### config.mk
export PLATFORM = sky130hd
export DESIGN_NAME = bin_to_bcd_seq
export DESIGN_NICKNAME = d
export VERILOG_FILES = /design/src/rtl/bin_to_bcd_seq.sv
export SDC_FILE = /design/constraint.sdc
export NUM_CORES = 1
export LEC_CHECK = 0
export ABC_AREA = 1
export CORE_ASPECT_RATIO = 1.75
export CORE_MARGIN = 2
export CORE_UTILIZATION = 45
export CTS_CLUSTER_SIZE = 14
export DETAILED_ROUTE_END_ITERATION = 6
export PLACE_DENSITY = 0.71
export SKIP_LAST_GASP = 1
export SYNTH_ARGS = -nofsm -noshare
export SYNTH_HDL_FRONTEND = slang
export SYNTH_SLANG_ARGS = --single-unit
### constraint.sdc
create_clock -name clk_i -period 2.9 [get_ports clk_i]
set_clock_uncertainty 0.1 [all_clocks]
set_input_delay 0.58 -clock clk_i [delete_from_list [all_inputs] [get_ports clk_i]]
set_output_delay 0.58 -clock clk_i [all_outputs]
set_load 0.02 [all_outputs]
### src/rtl/bin_to_bcd_seq.sv
// Sequential binary-to-BCD encoder (shift-and-add-3), one input bit per clock.
// Out-of-range requests are flagged on error_o in a single cycle without converting.
module bin_to_bcd_seq #(
    parameter int unsigned BIN_W  = 7,
    parameter int unsigned DIGITS = 2
) (
    input  logic                  clk_i,
    input  logic                  rst_n_i,
    input  logic                  start_i,
    input  logic [BIN_W-1:0]      number_i,
    output logic                  busy_o,
    output logic                  valid_o,
    output logic [4*DIGITS-1:0]   bcd_o,
    output logic                  error_o
);
    localparam int unsigned BCD_W = 4 * DIGITS;
    localparam int unsigned REG_W = BCD_W + BIN_W;
    localparam int unsigned CMP_W = (BIN_W > 32) ? BIN_W : 32;
    localparam int unsigned CNT_W = $clog2(BIN_W + 1);
    localparam int unsigned TOP   = BIN_W + 4 * (DIGITS - 1);

    function automatic logic [CMP_W-1:0] max_val_calc();
        logic [CMP_W-1:0] v;
        v = '0;
        for (int unsigned i = 0; i < DIGITS; i++) begin
            v = v * CMP_W'(10) + CMP_W'(9);
        end
        return v;
    endfunction

    localparam logic [CMP_W-1:0] MAX_VAL = max_val_calc();

    typedef enum logic {IDLE, CONV} state_t;

    state_t             state, state_n;
    logic [REG_W-1:0]   sh, sh_n, shifted;
    logic [REG_W-2:0]   adj;
    logic [CNT_W-1:0]   cnt, cnt_n;
    logic               valid_n, error_n;
    logic [BCD_W-1:0]   bcd_n;
    logic [CMP_W-1:0]   num_ext;
    logic [3:0]         nib, top_nib;

    // The top nibble's carry-out would be shifted away, so adj drops that bit up front.
    always_comb begin
        adj     = sh[REG_W-2:0];
        nib     = '0;
        for (int unsigned d = 0; d + 1 < DIGITS; d++) begin
            nib = sh[BIN_W + 4*d +: 4];
            adj[BIN_W + 4*d +: 4] = (nib >= 4'd5) ? nib + 4'd3 : nib;
        end
        top_nib = sh[TOP +: 4];
        if (top_nib >= 4'd5) begin
            top_nib = top_nib + 4'd3;
        end
        adj[REG_W-2:TOP] = top_nib[2:0];
    end

    assign shifted = {adj, 1'b0};

    always_comb begin
        num_ext              = '0;
        num_ext[BIN_W-1:0]   = number_i;
    end

    always_comb begin
        state_n = state;
        sh_n    = sh;
        cnt_n   = cnt;
        valid_n = 1'b0;
        bcd_n   = bcd_o;
        error_n = error_o;
        unique case (state)
            IDLE: begin
                if (start_i) begin
                    if (num_ext > MAX_VAL) begin
                        valid_n = 1'b1;
                        error_n = 1'b1;
                        bcd_n   = '0;
                    end else begin
                        sh_n    = {{BCD_W{1'b0}}, number_i};
                        cnt_n   = CNT_W'(BIN_W);
                        state_n = CONV;
                    end
                end
            end
            CONV: begin
                sh_n  = shifted;
                cnt_n = cnt - CNT_W'(1);
                if (cnt == CNT_W'(1)) begin
                    state_n = IDLE;
                    valid_n = 1'b1;
                    error_n = 1'b0;
                    bcd_n   = shifted[REG_W-1:BIN_W];
                end
            end
            default: state_n = IDLE;
        endcase
    end

    always_ff @(posedge clk_i or negedge rst_n_i) begin
        if (!rst_n_i) begin
            state   <= IDLE;
            sh      <= '0;
            cnt     <= '0;
            valid_o <= 1'b0;
            bcd_o   <= '0;
            error_o <= 1'b0;
        end else begin
            state   <= state_n;
            sh      <= sh_n;
            cnt     <= cnt_n;
            valid_o <= valid_n;
            bcd_o   <= bcd_n;
            error_o <= error_n;
        end
    end

    assign busy_o = (state == CONV);

endmodule

==> results of run 1 <==
## final cells by class
type	instances	area share
Clock buffer	7	0.0465
Tap cell	45	0.0303
Sequential cell	29	0.391
Multi-Input combinational cell	126	0.370
Timing Repair Buffer	22	0.116
Inverter	21	0.0465
## path summary, 6_finish.rpt
path,from,slack (ns),endpoint,cells past startpoint
hold reg to reg,bcd_o[0],0.37,bcd_o[0],2
hold / removal,bcd_o[0],0.37,bcd_o[0],2
min in group asynchronous,rst_n_i,0.57,bcd_o[3],2
setup reg to reg,sh[7],1.43,bcd_o[1],10
max in group asynchronous,rst_n_i,1.85,sh[2],2
setup / recovery,error_o,0.98,error_o,1
## cell usage after synthesis
library cell	number
mux2i_1	5
nand4_1	5
o21ai_0	7
inv_8	1
nand2_2	2
buf_8	1
a21oi_2	1
a21oi_1	4
a22oi_2	1
nand2_4	2
nor2_1	11
ha_1	6
buf_6	2
nand3_4	1
dfrtp_1	29
buf_4	1
inv_1	20
nand3_1	4
nand2_1	67
o21ai_2	10
## power breakdown
part	total, W	switching [W]	internal, W	leakage [nW]
registers	0.000706	0.000118	0.000588	0.360
clock network	0.000332	0.000144	0.000188	0.0443
logic	0.00102	0.000613	0.000407	0.574
total	0.00206	0.000875	0.00118	0.978
## cell usage in the layout (no fill, tap or decap), types with 5 or more instances in the layout
cell,Yosys,routed
clkdlybuf4s50_1,0,20
mux2i_1,5,5
o21ai_2,10,10
nand4_1,5,5
o21ai_0,7,7
inv_1,20,20
dfrtp_1,29,29
nand2_1,67,67
nor2_1,11,11
clkbuf_8,0,6
ha_1,6,6
## worst reg2reg max path: cells and delay by family, from the launching register on
kind	cells	cell delay, ns
and+or+nand+nor	6	0.44
DFF	1	0.39
buffers and inverters	3	0.23
adders and majority gates	1	0.21
## metal layers
metal  up-vias  GRT usage  share of wire
met4         0      0.116          0.028
met1       576      0.192           0.39
met3        10     0.0527          0.047
met5         -          0              0
li1        616          -              -
met2        30      0.304           0.53
## kinds of logic (layout without fill, tap and decap cells)
group,count (synthesis),count (layout)
adder cells (fa/ha/maj),6,6
flip-flops,29,29
buffers and inverters,25,50
AO/OA/AOI/OAI,23,23
multiplexers,5,5
AND/OR/NAND/NOR,92,92
## sequential cells by signal, summed over array words and instances, names as in the netlist
signal / flops
bcd_o: 8
busy_o: 1
cnt: 3
error_o: 1
sh: 15
valid_o: 1
## metrics by stage
| stage | utilization | cells | worst slack, ns | hold WS (ns) |
|---|---|---|---|---|
| after floorplan | - | 180 | 1.53 | 0.184 |
| after global placement | 0.532 | 243 | 0.946 | 0.355 |
| after detailed placement | 0.532 | 243 | 0.891 | 0.359 |
| after CTS | 0.558 | 250 | 0.960 | 0.374 |
| after global routing | 0.558 | 250 | 0.919 | 0.396 |
| final | 0.558 | 250 | 0.978 | 0.373 |
==> impl_metrics.json, run 1 <==
{
  "path_clk_slew_ns": 0.06,
  "cts_setup_buffers": 0,
  "finalCritPeriodShare": 0.663,
  "ir_drop_uv": 566,
  "diodes": 0,
  "synth_top_cell_area_share": 0.470,
  "synth_area_um2": 1540,
  "fmax_mhz": 520,
  "wl_per_cell_um": 12.1,
  "ctsHoldBuffers": 0,
  "worstPathArrival_ns": 1.24,
  "multi_input_area_um2": 686,
  "muxShareOfSynthArea": 0.0324,
  "seq_area_frac_synth": 0.470,
  "portBuffers": 20,
  "layout_min_cycle_time_ns": 1.92,
  "cts_sinks": 29,
  "die_height_um": 81.5,
  "fp.coreArea_um2": 3330,
  "ys_warn_count": 0,
  "critPathLaunchType": "register",
  "final-hold-violation-count": 0,
  "max_stage_delay_ns": 0.61,
  "rsz0062_at_grt": "false",
  "htreeDepth": 2,
  "areaGrowthSynthToFinish_pct": 20.3,
  "status": "finished clean",
  "row_count": 28,
  "crit_path_top_delay_cell": "clkdlybuf4s50_1",
  "ant_nets": 0,
  "synthAdderAreaFrac": 0.0487,
  "start_util": 0.464,
  "crit_path_end_kind": "output port",
  "cts_tree": "built",
  "syn_avg_cell_area_um2": 8.57,
  "die_w_um": 48.3,
  "max_slew_margin": 0.758,
  "grt_pass1_vias": 1242,
  "grt_start_max_net_pins": 30,
  "p_leak_nw": 0.978,
  "drc": 0,
  "grt.total_usage": 0.185,
  "syn-instance-count": 180,
  "crit_type": "reg2out",
  "setup-tns-final_ns": 0,
  "die_area_um2": 3930,
  "globalRouteOverflowTotal": 0,
  "num-fill-cells": 314,
  "worst_path_dominant_cell_family": "buffers and inverters",
  "placed_area_um2": 1770,
  "grt_antenna_before_repair": 0,
  "finalSetupViolations": 0,
  "synth-simple-area-share": 0.257,
  "cp.required_ns": 2.22,
  "cts-resized-gates": 0,
  "clk_latency_ns": 0.28,
  "p_per_area_nw_per_um2": 1110,
  "crit_buf_inv": 1,
  "wl_um": 3020,
  "crit_chain": "clkdlybuf4s50_1",
  "layout.nets": 221,
  "synth_top_area_cell": "dfrtp_1",
  "synth-seq-cells": 29,
  "synthXorXnorAreaFrac": 0,
  "seqCellArea_um2": 726,
  "cts.path.max_buffers": 2,
  "root_buffer": "clkbuf_8",
  "drv_cap": 0,
  "pin_count": 21,
  "syn_nets": 196,
  "finalPower_w": 0.00206,
  "place_hpwl_um": 2220,
  "slew_violations": 0,
  "tightest_slew_ns": 0.364,
  "synth_cell_type_count": 20,
  "drive_gt1_frac": 0.127,
  "finalWeightedCongestion": 0.767,
  "synth-compound-area-share": 0.106,
  "crit_fanout": 2,
  "cts_buffers": 5,
  "synthTopCellsByArea": "dfrtp_1 47%, nand2_1 16%, o21ai_2 5.7%",
  "hold_class": "reg2reg",
  "viasPerCell": 4.93,
  "drt_pass1_iterations": 4,
  "vias": 1232,
  "finalInstanceArea_um2": 1860,
  "synth_top_family_by_area": "simple AND/OR/NAND/NOR gates",
  "drtIter0Drc": 10,
  "grt_pass1_wl_um": 5130
}
Power figures use the tool's default switching activity.
==> run 2, diff against run 1 <==
Settings changed: PLACE_DENSITY 0.71 to 0.73.
Clock period 2.9 ns to 1.64 ns, I/O delays scaled along.
==> run 2 against run 1 <==
Effect of this change: clock-buffer cell count shrank 2; non-clock buffer count grew 8; die area did not move; sequential share of layout area down 1.4 points; worst setup slack worse by 0.81 ns; utilization rose by 2.1 points; register-to-register slack lost 1.3 ns; power is 76% higher.
==> impl_metrics.json, run 2 (synthesis gave the netlist of run 1 again) <==
{
  "grt_pass1_vias": 1101,
  "largest_reg_flops": 15,
  "status": "finished clean",
  "critPathLaunchType": "register",
  "drt_pass1_iterations": 4,
  "p_per_area_nw_per_um2": 1880,
  "drtIter0Drc": 33,
  "hold_class": "in2async",
  "drv_cap": 0,
  "grt_start_max_net_pins": 30,
  "layout.nets": 229,
  "finalWeightedCongestion": 0.744,
  "drc": 0,
  "ir_drop_uv": 850,
  "wl_per_cell_um": 11.4,
  "finalInstanceArea_um2": 1930,
  "worstPathArrival_ns": 1.55,
  "layout_min_cycle_time_ns": 1.48,
  "vias": 1248,
  "r2r_start": "sh[11]",
  "finalSetupViolations": 0,
  "cts_sinks": 29,
  "cts_tree": "built",
  "wl_um": 2950,
  "crit_fanout": 3,
  "grt_pass1_wl_um": 4860,
  "slew_violations": 0,
  "grt_antenna_before_repair": 0,
  "pin_count": 21,
  "finalPower_w": 0.00363,
  "crit_type": "reg2reg",
  "htreeDepth": 2,
  "finalCritPeriodShare": 0.900,
  "ant_nets": 0,
  "root_buffer": "clkbuf_8",
  "rr_endpoint": "bcd_o[6]",
  "fp.coreArea_um2": 3330,
  "reg2reg_depth": 9,
  "start_util": 0.464,
  "final-hold-violation-count": 0,
  "clk_latency_ns": 0.29,
  "cts_setup_buffers": 0,
  "ctsHoldBuffers": 0,
  "place_hpwl_um": 2260,
  "top_regs": "sh (15), bcd_o (8), cnt (3)",
  "crit_path_end_kind": "register",
  "globalRouteOverflowTotal": 0,
  "diodes": 0,
  "final_common_cell": "nand2_1",
  "row_count": 28,
  "grt.total_usage": 0.178,
  "cp.required_ns": 1.72,
  "multi_input_area_um2": 686,
  "layout_common_cells": "67 x nand2_1, 29 x dfrtp_1, 20 x inv_1, 11 x nor2_1, 11 x dlygate4sd2_1",
  "cts.path.max_buffers": 2,
  "fmax_mhz": 677,
  "max_slew_margin": 0.754,
  "p_leak_nw": 1.06,
  "portBuffers": 20,
  "die_area_um2": 3930,
  "regMostFlops": "sh",
  "r2r_slack_ns": 0.16,
  "tightest_slew_ns": 0.370,
  "rsz0062_at_grt": "false",
  "seqCellArea_um2": 726,
  "areaGrowthSynthToFinish_pct": 24.9,
  "die_height_um": 81.5,
  "cts_buffers": 5,
  "placed_area_um2": 1850,
  "die_w_um": 48.3,
  "num-fill-cells": 326,
  "path_clk_slew_ns": 0.06,
  "viasPerCell": 4.82,
  "drive_gt1_frac": 0.168,
  "cts-resized-gates": 11
}
[run 2: changes by cell type in the layout (fill, tap and decap cells not counted), sizes merged]
cell	change
clkinvlp	+1
clkinv	+2
buf	+8
clkbuf	-2
dlygate4sd2	+11
clkdlybuf4s50	-11
[run 2: where the power goes]
group,internal [W],switching (W),total [W]
sequential,0.00104,0.000210,0.00125
combinational,0.000731,0.00107,0.00181
clock,0.000292,0.000283,0.000575
[run 2: how the worst max path moves through the flow]
stage | from | end | slack (ns) | depth (start not counted)
floorplan | busy_o | sh[2] | 0.34 | 7
global placement | number_i[6] | bcd_o[2] | -0.05 | 8
detailed placement | number_i[6] | bcd_o[2] | -0.04 | 8
CTS | sh[11] | bcd_o[6] | 0.16 | 9
global route | sh[11] | bcd_o[6] | 0.03 | 9
finish | sh[11] | bcd_o[6] | 0.16 | 9
[run 2: stage by stage]
step	hold WS [ns]	cells	setup TNS (ns)	setup WS [ns]	utilization
final	0.321	259	0	0.164	0.579
after global placement	0.359	251	-0.353	-0.0475	0.557
after detailed placement	0.362	251	-0.333	-0.0445	0.557
after CTS	0.334	259	0	0.163	0.579
after floorplan	-0.0676	180	0	0.339	-
after global routing	0.370	259	0	0.0335	0.579
[run 2: cell type report]
type | instances | share of cell area
well taps | 45 | 0.0292
multi-input cells | 126 | 0.356
flip-flops and latches | 29 | 0.377
clock buffers | 5 | 0.0357
inverters | 21 | 0.0448
repair buffers | 30 | 0.149
clock inverters | 3 | 0.00909
[run 2: worst max-delay path: stages, from the launching register on]
cell and delay (ns):
dfrtp_1 0.41, inv_1 0.11, ha_1 0.18, inv_1 0.06, nand2_1 0.11, nand4_1 0.11, nand2_1 0.11, nor2_1 0.05
nand2_1 0.06, nand2_1 0.05
[run 2: per-layer routing]
metal,share of wire,global-route usage,vias up
li1,-,-,635
met1,0.41,0.200,582
met2,0.53,0.287,22
met4,0.024,0.0946,0
met5,0,0,-
met3,0.034,0.0549,9
==> run 3, diff against run 2 <==
Settings changed: PLACE_DENSITY 0.73 to 0.71, SLEW_MARGIN set to 30.
Clock period 1.64 ns to 1.8 ns, I/O delays scaled along.
==> run 3 against run 2 <==
Effect of this change: clock power down 11%; non-clock buffer count down 7; sequential share of layout area up 1.4 points; combinational power down 8%; power down 8.7%; flip-flop and latch count unchanged; hold slack better by 0.041 ns; via count down 0.32%; utilization down 2.1 points; die area unchanged; first-iteration DRC count up 24%.
==> impl_metrics.json, run 3 (synthesis gave the netlist of run 1 again) <==
{
  "place_hpwl_um": 2210,
  "finalCritPeriodShare": 0.963,
  "wl_um": 3090,
  "layout_min_cycle_time_ns": 1.73,
  "max_stage_delay_ns": 0.62,
  "crit_fanout": 3,
  "rsz0062_at_grt": "false",
  "clk_latency_ns": 0.28,
  "clockPowerShare": 0.155,
  "regMostFlops": "sh",
  "viasPerCell": 4.94,
  "status": "finished clean",
  "ant_nets": 0,
  "die_area_um2": 3930,
  "final_common_cell": "nand2_1",
  "cp.required_ns": 1.34,
  "root_buffer": "clkbuf_8",
  "globalRouteOverflowTotal": 0,
  "start_util": 0.464,
  "worstPathArrival_ns": 1.27,
  "critPathLaunchType": "register",
  "finalWeightedCongestion": 0.767,
  "rr_endpoint": "bcd_o[5]",
  "final-hold-violation-count": 0,
  "fin_ws_ns": 0.0664,
  "ctsHoldBuffers": 0,
  "diodes": 0,
  "hold_class": "in2async",
  "drtIter0Drc": 41,
  "tightest_slew_ns": 0.369,
  "max_slew_margin": 0.754,
  "p_per_area_nw_per_um2": 1780,
  "crit_chain": "clkdlybuf4s50_1",
  "p_int_w": 0.00189,
  "largest_reg_flops": 15,
  "cts-resized-gates": 0,
  "vias": 1244,
  "reg2reg_depth": 8,
  "slew_violations": 0,
  "worst_path_dominant_cell_family": "buffers and inverters",
  "htreeDepth": 2,
  "final_cells": 252,
  "pin_count": 21,
  "layout_common_cells": "67 x nand2_1, 29 x dfrtp_1, 20 x inv_1, 20 x clkdlybuf4s50_1, 11 x nor2_1",
  "grt_pass1_wl_um": 5130,
  "p_leak_nw": 0.978,
  "place_ws_ns": 0.0197,
  "r2r_start": "sh[11]",
  "grt_antenna_before_repair": 0,
  "drive_gt1_frac": 0.126,
  "grt.total_usage": 0.186,
  "grt_start_max_net_pins": 30,
  "layout.nets": 222,
  "crit_buf_inv": 1,
  "cts_setup_buffers": 0,
  "portBuffers": 20,
  "cts.path.max_buffers": 2,
  "crit_path_end": "busy_o",
  "path_clk_slew_ns": 0.06,
  "p_seq_frac": 0.344,
  "drc": 0,
  "die_w_um": 48.3,
  "areaGrowthSynthToFinish_pct": 20.4,
  "setup-tns-final_ns": 0,
  "drv_cap": 0,
  "cp_num_cells": 1,
  "crit_path_top_delay_cell": "clkdlybuf4s50_1",
  "cts_sinks": 29,
  "switching_share": 0.430,
  "p_switching_w": 0.00143,
  "grt_pass1_vias": 1192,
  "top_regs": "sh (15), bcd_o (8), cnt (3)",
  "die_height_um": 81.5,
  "wl_per_cell_um": 12.3,
  "crit_path_end_kind": "output port",
  "fp.coreArea_um2": 3330,
  "startpoint": "busy_o",
  "r2r_slack_ns": 0.30,
  "drt_pass1_iterations": 4,
  "finalPower_w": 0.00331,
  "placedCellCount": 244,
  "combPwrFrac": 0.501,
  "fmax_mhz": 577,
  "cts_buffers": 5,
  "cts_tree": "built",
  "ir_drop_uv": 832,
  "row_count": 28,
  "crit_type": "reg2out",
  "finalSetupViolations": 0
}
-- run 3: cell count changes in the layout (fill, tap and decap cells not counted), sizes merged --
cell and delta:
dlygate4sd2 -11, buf -7, clkinvlp -1, clkdlybuf4s50 +11, clkinv -2, clkbuf +3
-- run 3: power groups by stage --
stage	sequential [W]	clock [W]	combinational, W
after floorplan	0.00122	0	0.00113
after global placement	0.00114	0	0.00158
after detailed placement	0.00115	0	0.00167
after CTS	0.00114	0.000526	0.00168
after global routing	0.00118	0.000561	0.00188
final	0.00114	0.000513	0.00166
-- run 3: metal layers --
metal	part of all wire	GRT usage
met5	0	0
met4	0.028	0.111
met3	0.045	0.0549
met2	0.53	0.288
met1	0.39	0.215
-- run 3: final cells by class --
class,instances,area (µm²)
Sequential cell,29,726
Tap cell,45,56.3
Multi-Input combinational cell,126,686
Clock buffer,8,80.1
Timing Repair Buffer,23,223
Fill cell,306,1470
Inverter,21,86.3
-- run 3: per-stage QoR --
| step | instance area (µm²) | util | hold slack (ns) |
|---|---|---|---|
| 2_1_floorplan | 1540 | - | -0.0356 |
| 3_3_place_gp | 1780 | 0.534 | 0.353 |
| 3_5_place_dp | 1780 | 0.534 | 0.358 |
| 4_1_cts | 1860 | 0.558 | 0.369 |
| 5_1_grt | 1860 | 0.558 | 0.400 |
| 6_report | 1860 | 0.558 | 0.362 |
-- run 3: worst min-delay path by stage --
| stage | to | slack (ns) | cells past startpoint |
|---|---|---|---|
| detailed placement | bcd_o[4] | 0.36 | 2 |
| global route | bcd_o[1] | 0.40 | 2 |
| floorplan | bcd_o[0] | -0.04 | 0 |
| finish | cnt[1] | 0.36 | 2 |
| global placement | bcd_o[3] | 0.35 | 2 |
| CTS | bcd_o[1] | 0.37 | 2 |
-- run 3: worst reg2reg max path: cells and delay by family (launching register included) --
kind	cells	cell delay, ns
buffers and inverters	1	0.10
and+or+nand+nor	6	0.58
DFF	1	0.41
adders and majority gates	1	0.22
